**config.mk**
```make
export PLATFORM = sky130hd
export DESIGN_NAME = ma_lsu
export DESIGN_NICKNAME = d
export VERILOG_FILES = /design/src/rtl/ma_lsu.sv
export SDC_FILE = /design/constraint.sdc
export NUM_CORES = 1
export LEC_CHECK = 0
export ABC_AREA = 1
export BUFFER_PORTS_ARGS = -buffer_cell sky130_fd_sc_hd__buf_2
export CAP_MARGIN = 10
export CORE_AREA = 5 5 234 236
export CTS_BUF_LIST = sky130_fd_sc_hd__clkbuf_4 sky130_fd_sc_hd__clkbuf_8 sky130_fd_sc_hd__clkbuf_16
export CTS_CLUSTER_DIAMETER = 200
export CTS_CLUSTER_SIZE = 14
export DETAILED_ROUTE_END_ITERATION = 7
export DIE_AREA = 0 0 239 241
export GPL_TIMING_DRIVEN = 0
export PLACE_DENSITY = 0.66
export SYNTH_ARGS = -nofsm -noshare
export SYNTH_HDL_FRONTEND = slang
export SYNTH_SLANG_ARGS = --single-unit
export TNS_END_PERCENT = 30
```
**constraint.sdc**
```tcl
create_clock -name clk -period 1.75 [get_ports clk]
set_input_delay 0.0875 -clock clk [delete_from_list [all_inputs] [get_ports clk]]
set_output_delay 0.0875 -clock clk [all_outputs]
set_load 0.01 [all_outputs]
```
**src/rtl/ma_lsu.sv**
```systemverilog
// ma_lsu: memory-access stage load/store unit.
// One bus transaction per memory op; load data formatting; MA/WB producer.
`ifndef XMSB
`define XMSB 63
`endif

module ma_lsu #(
  parameter int BUS_AW = 64
) (
  input  logic              clk,
  input  logic              rst_n,
  input  logic              clear,
  input  logic [`XMSB:0]    pc,
  input  logic [4:0]        rd,
  input  logic [63:0]       alu_res,
  input  logic [63:0]       sdata,
  input  logic [3:0]        mem_op,
  input  logic              mem_uns,
  output logic              bus_req,
  output logic              bus_we,
  output logic [BUS_AW-1:0] bus_addr,
  output logic [63:0]       bus_wdata,
  output logic [7:0]        bus_wmask,
  input  logic              bus_ready,
  input  logic              bus_rvalid,
  input  logic [63:0]       bus_rdata,
  input  logic              bus_rerr,
  output logic [`XMSB:0]    pc_out,
  output logic [4:0]        rd_out,
  output logic [63:0]       data_out,
  output logic              stall,
  output logic              trap_en,
  output logic [3:0]        trap_cause,
  output logic [63:0]       trap_tval
);

  typedef enum logic [1:0] {
    IDLE,
    REQ,
    WAIT
  } state_t;

  state_t state, state_n;

  logic [`XMSB:0] l_pc;
  logic [4:0]     l_rd;
  logic [63:0]    l_addr;
  logic [63:0]    l_wdata;
  logic [7:0]     l_mask;
  logic [1:0]     l_size;
  logic           l_uns;
  logic           l_st;
  logic           killed;

  logic [1:0]     size;
  logic [2:0]     off;
  logic           is_mem;
  logic           is_st;
  logic           mis;
  logic           accept;
  logic           done;
  logic [63:0]    repl;
  logic [63:0]    lane;
  logic [63:0]    ldata;

  assign size   = mem_op[1:0];
  assign off    = alu_res[2:0];
  assign is_mem = mem_op[3];
  assign is_st  = mem_op[2];
  assign accept = (state == IDLE) && is_mem
                  && !mis && !clear;
  assign done   = (state == WAIT) && bus_rvalid;

  // misalignment and store-lane replication for the incoming op
  always_comb begin
    mis  = 1'b0;
    repl = sdata;
    unique case (size)
      2'd0: begin
        mis  = 1'b0;
        repl = {8{sdata[7:0]}};
      end
      2'd1: begin
        mis  = off[0];
        repl = {4{sdata[15:0]}};
      end
      2'd2: begin
        mis  = |off[1:0];
        repl = {2{sdata[31:0]}};
      end
      default: begin
        mis  = |off;
        repl = sdata;
      end
    endcase
  end

  // state register
  always_ff @(posedge clk or negedge rst_n) begin
    if (!rst_n) state <= IDLE;
    else        state <= state_n;
  end

  // capture the accepted op for the duration of the transaction
  always_ff @(posedge clk or negedge rst_n) begin
    if (!rst_n) begin
      l_pc    <= '0;
      l_rd    <= '0;
      l_addr  <= '0;
      l_wdata <= '0;
      l_mask  <= '0;
      l_size  <= '0;
      l_uns   <= 1'b0;
      l_st    <= 1'b0;
    end else if (accept) begin
      l_pc    <= pc;
      l_rd    <= rd;
      l_addr  <= alu_res;
      l_wdata <= repl;
      l_size  <= size;
      l_uns   <= mem_uns;
      l_st    <= is_st;
      unique case (size)
        2'd0:    l_mask <= 8'h01 << off;
        2'd1:    l_mask <= 8'h03 << off;
        2'd2:    l_mask <= 8'h0f << off;
        default: l_mask <= 8'hff;
      endcase
    end
  end

  // a flush during a transaction only kills its writeback
  always_ff @(posedge clk or negedge rst_n) begin
    if (!rst_n)                          killed <= 1'b0;
    else if (done)                       killed <= 1'b0;
    else if (state != IDLE && clear)     killed <= 1'b1;
  end

  // select and extend the addressed lane of the response
  always_comb begin
    lane  = bus_rdata >> {l_addr[2:0], 3'b000};
    ldata = lane;
    unique case (l_size)
      2'd0: ldata = l_uns ? {56'd0, lane[7:0]}
                          : {{56{lane[7]}}, lane[7:0]};
      2'd1: ldata = l_uns ? {48'd0, lane[15:0]}
                          : {{48{lane[15]}}, lane[15:0]};
      2'd2: ldata = l_uns ? {32'd0, lane[31:0]}
                          : {{32{lane[31]}}, lane[31:0]};
      default: ldata = lane;
    endcase
  end

  // next state and all stage/bus outputs
  always_comb begin
    state_n    = state;
    bus_req    = 1'b0;
    bus_we     = 1'b0;
    bus_addr   = '0;
    bus_wdata  = '0;
    bus_wmask  = '0;
    pc_out     = '0;
    rd_out     = '0;
    data_out   = '0;
    stall      = 1'b0;
    trap_en    = 1'b0;
    trap_cause = '0;
    trap_tval  = '0;
    if (rst_n) begin
      unique case (state)
        IDLE: begin
          pc_out = pc;
          if (!is_mem) begin
            rd_out   = clear ? 5'd0 : rd;
            data_out = alu_res;
          end else if (mis) begin
            trap_en    = !clear;
            trap_cause = is_st ? 4'd6 : 4'd4;
            trap_tval  = alu_res;
          end else if (!clear) begin
            stall   = 1'b1;
            state_n = REQ;
          end
        end
        REQ: begin
          stall     = 1'b1;
          pc_out    = l_pc;
          bus_req   = 1'b1;
          bus_we    = l_st;
          bus_addr  = {l_addr[BUS_AW-1:3], 3'b000};
          bus_wdata = l_st ? l_wdata : 64'd0;
          bus_wmask = l_st ? l_mask : 8'd0;
          if (bus_ready) state_n = WAIT;
        end
        WAIT: begin
          stall  = 1'b1;
          pc_out = l_pc;
          if (bus_rvalid) begin
            stall   = 1'b0;
            state_n = IDLE;
            if (!l_st) data_out = ldata;
            if (!(l_st || killed || clear || bus_rerr))
              rd_out = l_rd;
            if (bus_rerr && !killed && !clear) begin
              trap_en    = 1'b1;
              trap_cause = l_st ? 4'd7 : 4'd5;
              trap_tval  = l_addr;
            end
          end
        end
        default: state_n = IDLE;
      endcase
    end
  end

endmodule
```
**Word-level counts from Yosys, hierarchy flattened**

Cells that the tools add are included.

- Logic and storage cells: 113
- Output and inout bits: 341
- Register bits after elaboration: 212
- Bits of input ports: 272

- Shift-type cells: 4
- Equal/unequal tests: 11
- Reductions and logical operators: 22
- Muxes and demuxes: 66

Operators with widths:

| kind | count |
|---|---|
| 64-bit two-way mux | 18 |
| 64-bit one-hot mux with 2 select lines | 3 |
| 64-bit one-hot mux with 3 select lines | 2 |
| 64-bit by 6-bit right shift with 64-bit output | 1 |
| 5-bit two-way mux | 5 |
| 8-bit two-way mux | 3 |
| 8-bit one-hot mux with 3 select lines | 1 |
| 1-bit two-way mux | 16 |
| 3-bit two-way mux | 5 |
| 2-bit two-way mux | 7 |
| 2-bit != test (second input constant) | 5 |
| 5-bit one-hot mux with 2 select lines | 1 |
| 1-bit by 3-bit << shifter with 8-bit output (first input constant) | 1 |
| 2-bit by 3-bit << shifter with 8-bit output (first input constant) | 1 |
| 4-bit by 3-bit << shifter with 8-bit output (first input constant) | 1 |
| 1-bit logical AND | 7 |
| 2-bit by 1-bit == test with 1-bit output (second input constant) | 3 |
| 2-bit == test (second input constant) | 3 |
| 2-bit zero test | 3 |
| 1-bit one-hot mux with 3 select lines | 2 |
| 2-bit one-hot mux with 3 select lines | 1 |
| 3-bit one-hot mux with 2 select lines | 1 |
| 6-bit AND reduction | 1 |
| 2-bit nonzero test | 2 |
| 5 further kinds | 10 |

**Longest topological paths before layout**

Gate-level depths: netlist of run 1.

- Word-level depth: 7
- Mapped depth: 13
- Mapped depth without buffers: 11

**Worst setup path before layout of run 1**

Ideal clock, no wire load.

- Kind: register -> output
- From: reg state[0]
- To: out data_out[35]
- Data required time: 1662 ps
- Slack: -40 ps
- Arrival: 1703 ps
- Buffers on the path: 2
- Stages on the path, launching flop included: 10
- Cell sequence: dfrtp_1 inv_1 ha_1 nand2_1 nor2_1 buf_2 clkbuf_1 nand2_1 o21bai_1 a21oi_1

- Cells in the longest elaborated chain, start to end: 3
- Elaborated cells on any way between the ends: 4
- Classes of those cells: 1 x eq/ne; 2 x mux; 1 x reduce/logical

RTL lines:

| item | RTL line | text |
|---|---|---|
| start, declared | 43 | `state_t state, state_n;` |
| start signal, assigned | 101 | `else state <= state_n;` |
| 2-bit == test / 2-bit zero test (equally long branches) | 170 | `unique case (state)` |
| 64-bit one-hot mux with 2 select lines (*) | 170 |  |
| 64-bit two-way mux (*) | 169 | `if (rst_n) begin` |
| end, declared | 30 | `output logic [63:0] data_out,` |

Mark *: on every way between the ends. The rest lies on a longest branch, timed or not.

**Worst setup path in the final report of run 1**

- From: reg l_addr[0]
- To: out data_out[13]

- Cells in the longest elaborated chain, start to end: 7
- Elaborated cells on any way between the ends: 9
- Classes of those cells: 1 x shift; 8 x mux

RTL lines:

| item | RTL line | text |
|---|---|---|
| start, declared | 47 | `logic [63:0] l_addr;` |
| start signal, assigned | 118 | `l_addr <= alu_res;` |
| 64-bit by 6-bit right shift with 64-bit output (*) | 141 | `lane = bus_rdata >> {l_addr[2:0], 3'b000};` |
| 64-bit two-way mux (on tied branches) | 148, 144, 146 |  |
| 64-bit one-hot mux with 3 select lines (*) | 143 | `unique case (l_size)` |
| 64-bit two-way mux (*) | 201 | `if (!l_st) data_out = ldata;` |
| 64-bit two-way mux (*) | 198 | `if (bus_rvalid) begin` |
| 64-bit one-hot mux with 2 select lines (*) | 170 |  |
| 64-bit two-way mux (*) | 169 |  |

Marked as above.

==> results of run 1 <==
==> cells in the final DEF, fill, tap and decap left out, drive strengths merged <==
master and instances:
nand3 151, nor2 163, nor4 1, o22ai 4, a22oi 9, clkbuf 136
ha 10, mux2i 2, and2 3, buf 801, or3 1, diode 4
o21bai 33, inv 199, and3b 1, o21ai 206, nand2 884, dfrtp 212
dlygate4sd3 200, o311ai 1, o211ai 42, conb 4, clkinvlp 1, or2 13
a21oi 258, o21a 1, nand4 63, nor3 3, a211oi 1, clkinv 4
==> cell type report <==
type	instances	share of cell area, %
tap	688	3.27
buffer	208	6.66
clock inverter	2	0.0951
timing repair inverter	3	0.124
inverter	199	3.01
antenna	4	0.0380
timing repair buffer	909	26.0
multi-input combinational	1854	38.8
sequential	212	20.2
clock buffer	20	1.83
==> stage by stage <==
stage	cells	hold WS, ns	util (%)	TNS [ns]
after floorplan	2475	-0.208	-	-2.35
after global placement	3769	0.299	37.0	-2502.78
after detailed placement	3771	-0.0661	37.1	-334.86
after CTS	4020	0.00269	44.2	-209.88
after global routing	4098	0.0101	50.4	-284.19
final	4099	0.0103	50.4	-236.16
==> Yosys cell counts, drive strengths merged <==
library cell  instances
nand4                63
nand2               884
inv                 197
a21oi               258
dfrtp               212
or3                   1
o211ai               42
clkinv                2
o22ai                 4
buf                  92
clkbuf              118
o311ai                1
o21a                  1
nand3               151
nor4                  1
conb                  1
mux2i                 2
and2                  3
and3b                 1
or2                  13
nor3                  3
nor2                163
o21bai               33
a211oi                1
ha                   10
a22oi                 9
o21ai               206
==> metal layers <==
layer  wire length (um)  global-route usage, %
met2              46800                   52.3
met3               9270                   6.23
met5                 36                      0
met4               5590                   11.7
met1              36300                   36.7
==> sequential cells by signal (all words and copies together), names as in the netlist <==
name and count:
state 2, killed 1, l_pc 64, l_rd 5
l_mask 8, l_size 2, l_wdata 64, l_uns 1
l_addr 64, l_st 1
==> logic make-up (layout without fill, tap and decap cells) <==
family,count (synthesis),after routing,synth area share [%]
other cells,1,8,0.0243
buf+inv,409,1341,11.0
mux,2,2,0.130
fa+ha+maj,10,10,0.812
compound gates,555,555,19.5
flops,212,212,34.4
simple gates,1283,1283,34.1
==> repair_timing <==
action                                  4_1_cts  5_1_grt
endpoints found under the hold margin       411        0
hold buffers                                200        0
pin swaps                                    27      101
gates cloned                                  4       24
endpoints found under the setup margin      549      580
gates resized for setup                     340      655
buffers inserted                             24       53
==> path summary, 6_finish.rpt <==
check	start	to	slack [ns]
max in group asynchronous	rst_n	l_wdata[26]	0.19
max reg2reg	state[0]	l_addr[24]	-0.45
min in group asynchronous	rst_n	l_addr[26]	0.37
min	alu_res[0]	l_addr[0]	0.01
max	l_addr[0]	data_out[13]	-0.85
min reg2reg	l_pc[62]	l_pc[62]	0.48
==> critical path, cell delays in order, from the launching register on <==
cell,delay (ns)
dfrtp_2,0.45
inv_4,0.11
buf_8,0.15
buf_8,0.13
nand2_2,0.04
and2_4,0.13
o211ai_1,0.28
nand3_1,0.15
nand2_1,0.11
nand2_2,0.09
a21oi_2,0.15
buf_2,0.17
==> power by group through the flow <==
stage               clock network, mW  logic, mW  registers (mW)
global route                     4.34       24.9            8.74
finish                           4.10       23.5            8.52
CTS                              4.14       18.2            8.38
detailed placement                  0       15.8            8.41
global placement                    0       15.6            8.39
floorplan                           0       9.77            8.10
==> impl_metrics.json, run 1 <==
{
  "min_path_cells": 3,
  "fin_crit_sh_pct": 149,
  "drc": 0,
  "grt_pass1_wl_um": 132000,
  "drv_slew": 0,
  "cts_num_sinks": 212,
  "cts_tree": "done",
  "n_fill_cell": 5032,
  "grt_pass1_vias": 20500,
  "status": "complete, but fails checks",
  "clock.fmax_ghz": 0.384,
  "syn2layout_area_growth_pct": 70.8,
  "dp_slack_ns": -1.30,
  "final-setup-viol-count": 546,
  "irDropWorstVdd_mv": 0.927,
  "synth.area.top_cells": "dfrtp_1 34%, nand2_1 21%, a21oi_1 8.4%",
  "reg2reg_depth": 10,
  "critPathKind": "reg -> out",
  "comb_power_share_pct": 65.0,
  "start_kind": "flip-flop",
  "crit_path_max_fanout": 6,
  "finalHoldViolations": 0,
  "power_switching_mw": 17.6,
  "die_h_um": 241,
  "multi_input_area_mm2": 0.0102,
  "arrival_ns": 2.52,
  "hold_class": "in -> reg",
  "clk_latency_ns": 0.54,
  "cts_buffers": 19,
  "final_area_mm2": 0.0263,
  "die_area_mm2": 0.0576,
  "fin_ws_ns": -0.853,
  "syn_inst": 2472,
  "pwr-share-seq_pct": 23.6,
  "drt_iter0_drc": 1860,
  "min_period_ns": 2.60,
  "ant_nets": 0,
  "drive_gt1_share_pct": 36.7,
  "wl_per_cell_um": 23.9,
  "synth_top_cell_area_share_pct": 34.4,
  "overflow": 0,
  "synth_cell_types": 36,
  "ys_seq_elements": 212,
  "power_density_mw_per_mm2": 1370,
  "seq_area_frac_synth_pct": 34.4,
  "synth_warnings": 0,
  "wirelength_um": 98100,
  "place_congestion": 1.00,
  "synth_top_cell_by_area": "dfrtp_1",
  "ctsRootBufferMaster": "clkbuf_16",
  "port_buffers": 606,
  "required_ns": 1.66,
  "rsz0062_at_grt": "true",
  "syn_area_mm2": 0.0154,
  "grt_max_degree": 113,
  "clkTransAtPathRegs_ns": 0.07,
  "detail_route.first_pass.iterations": 7,
  "worst-slew-pin-transition_ns": 1.31,
  "power_mw": 36.1,
  "clock_skew_ns": 0.0264,
  "regArea_mm2": 0.00531,
  "num_io_pins": 613,
  "row_count": 84,
  "p_leak_nw": 12.9,
  "violations": "setup timing",
  "clkPwrFrac_pct": 11.4,
  "core_mm2": 0.0522,
  "syn_avg_cell_area_um2": 6.24,
  "cts_max_path_buffers": 3,
  "vias": 22000,
  "p_int_mw": 18.5,
  "grt_use_total_pct": 30.1,
  "layout.nets": 3688,
  "fp.dieW_um": 239,
  "switching_share_pct": 48.8,
  "htreeDepth": 1,
  "start_util_pct": 29.5,
  "max_cap_viol_count": 0,
  "max-slew-margin-rel_pct": 12.8,
  "hpwl_um": 71600,
  "worstSetupEndpointType": "output pin",
  "dpl-instance-area_mm2": 0.0194,
  "vias_per_cell": 5.38,
  "grt_antenna_before_repair": 8
}
No activity file was read; power rests on OpenSTA's default activity.
==> run 2, diff against run 1 <==
- CTS_BUF_LIST: sky130_fd_sc_hd__clkbuf_4 sky130_fd_sc_hd__clkbuf_8 sky130_fd_sc_hd__clkbuf_16 -> not set
- SLEW_MARGIN: not set -> 30
==> run 2 against run 1 <==
Effect of this change: the flow finishes with violations (DRC, hold timing, setup timing); flip-flop and latch count stayed put; combinational power is 7% lower; setup slack better by 0.030 ns; hold slack worse by 0.54 ns; wire length is 2.1% lower; sequential power is 0.8% lower; first-iteration DRC count is 0.27% higher; critical endpoint is now data_out[35]; largest power group unchanged.
==> impl_metrics.json, run 2 (synthesis results as in run 1) <==
{
  "cts_buffers": 19,
  "crit_family": "buffers and inverters",
  "core_mm2": 0.0522,
  "vias": 21600,
  "clock.fmax_ghz": 0.389,
  "row_count": 84,
  "vias_per_cell": 5.31,
  "final-setup-viol-count": 523,
  "clkTransAtPathRegs_ns": 0.07,
  "critPathLaunch": "l_addr[0]",
  "wl_per_cell_um": 23.6,
  "worstSetupEndpointType": "output pin",
  "start_kind": "flip-flop",
  "port_buffers": 606,
  "num_io_pins": 613,
  "place_congestion": 1.00,
  "start_util_pct": 29.5,
  "worst-slew-pin-transition_ns": 0.989,
  "max-slew-margin-rel_pct": 33.9,
  "dp_slack_ns": -1.33,
  "overflow": 0,
  "irDropWorstVdd_mv": 1.04,
  "worstPathCellList": "clkinv_4, buf_12, buf_16, nand4_1, nand2_2, nand3_2, nand2_4, clkbuf_16, o21bai_1, a21oi_1, buf_2",
  "critPathKind": "reg -> out",
  "ant_nets": 0,
  "drt_iter0_drc": 1865,
  "cts_tree": "done",
  "cpPeakStageDelay_ns": 0.46,
  "hold_class": "in -> async",
  "final_cell_mix": "819 x nand2_1, 567 x buf_2, 209 x dfrtp_1, 203 x dlygate4sd3_1, 187 x inv_1",
  "grt_use_total_pct": 29.9,
  "die_area_mm2": 0.0576,
  "drive_gt1_share_pct": 34.5,
  "arrival_ns": 2.49,
  "path_buf_inv": 5,
  "wirelength_um": 96000,
  "clk_latency_ns": 0.55,
  "grt_antenna_before_repair": 8,
  "htreeDepth": 1,
  "fp.dieW_um": 239,
  "power_mw": 34.3,
  "cts_num_sinks": 212,
  "clock_skew_ns": 0.0220,
  "detail_route.first_pass.iterations": 8,
  "fin_ws_ns": -0.823,
  "whs_ns": -0.529,
  "syn2layout_area_growth_pct": 64.8,
  "min_period_ns": 2.57,
  "drc": 2,
  "rsz0062_at_grt": "true",
  "n_fill_cell": 5229,
  "ctsRootBufferMaster": "clkbuf_16",
  "grt_max_degree": 81,
  "fin_crit_sh_pct": 147,
  "required_ns": 1.66,
  "max_cap_viol_count": 0,
  "crit_path_max_fanout": 8,
  "multi_input_area_mm2": 0.00980,
  "status": "complete, but fails checks",
  "slowest_stage": "dfrtp_2",
  "grt_pass1_wl_um": 132000,
  "final_common_cell": "nand2_1",
  "violations": "DRC, hold timing, setup timing",
  "layout.nets": 3656,
  "cts_max_path_buffers": 3,
  "grt_pass1_vias": 20500,
  "drv_slew": 0,
  "r2r-start": "state[1]",
  "p_leak_nw": 12.6,
  "power_density_mw_per_mm2": 1350,
  "regArea_mm2": 0.00531,
  "hpwl_um": 71600,
  "reg_top3": "l_addr (64), l_pc (64), l_wdata (64)",
  "die_h_um": 241,
  "finalHoldViolations": 129
}
-- run 2: cell count changes in the layout (fill, tap and decap cells not counted), sizes merged, moves of 2 or more --
cell / before / now
buf: 801 / 772
clkbuf: 136 / 130
clkinv: 4 / 9
diode: 4 / 6
dlygate4sd3: 200 / 203
inv: 199 / 195
-- run 2: per-stage QoR --
step	utilization (%)	instance area, um2	hold slack [ns]	instances	TNS (ns)
floorplan	-	15400	-0.208	2475	-2.35
global placement	37.0	19300	0.299	3769	-2502.78
detailed placement	37.1	19400	0.117	3771	-348.08
CTS	44.4	23200	-0.440	4015	-215.52
global route	48.6	25400	-0.505	4067	-243.80
finish	48.6	25400	-0.529	4069	-195.98
-- run 2: path summary, 6_finish.rpt --
kind	endpoint	depth (start not counted)	slack [ns]
max	data_out[35]	11	-0.82
min	l_addr[31]	1	-0.53
max reg2reg	l_addr[24]	8	-0.24
min reg2reg	l_pc[57]	2	0.48
max in group asynchronous	l_addr[0]	4	0.26
min in group clk	l_mask[6]	5	0.05
-- run 2: power by group --
group          internal (mW)  total [mW]  leakage [nW]  switching (mW)
Clock                   1.96        4.10         0.247            2.13
Combinational           8.25        21.8          9.71            13.5
Sequential              7.18        8.45          2.64            1.27
Total                   17.4        34.3          12.6            16.9
-- run 2: routing by layer --
metal  GRT usage, %  vias up  part of all wire [%]
li1               -     9812                     -
met1           36.4    10200                    37
met2           51.6     1320                    48
met3           6.40      285                   9.8
met4           12.6        4                   5.6
met5              0        -                 0.022
-- run 2: timing repair --
action	CTS	global route
hold buffers	200	5
pin swaps	46	73
resized for setup	390	461
gates cloned	5	17
setup endpoints to repair	549	548
endpoints found under the hold margin	268	93
buffers inserted	18	27
-- run 2: final cells by class --
| class | instances | share of cell area, % |
|---|---|---|
| Timing Repair Buffer | 877 | 25.3 |
| Multi-Input combinational cell | 1854 | 38.6 |
| Antenna cell | 6 | 0.0591 |
| Timing Repair inverter | 3 | 0.207 |
| Sequential cell | 212 | 20.9 |
| Clock inverter | 2 | 0.0985 |
| Tap cell | 688 | 3.39 |
| Buffer | 208 | 6.40 |
| Clock buffer | 20 | 1.89 |
| Inverter | 199 | 3.22 |
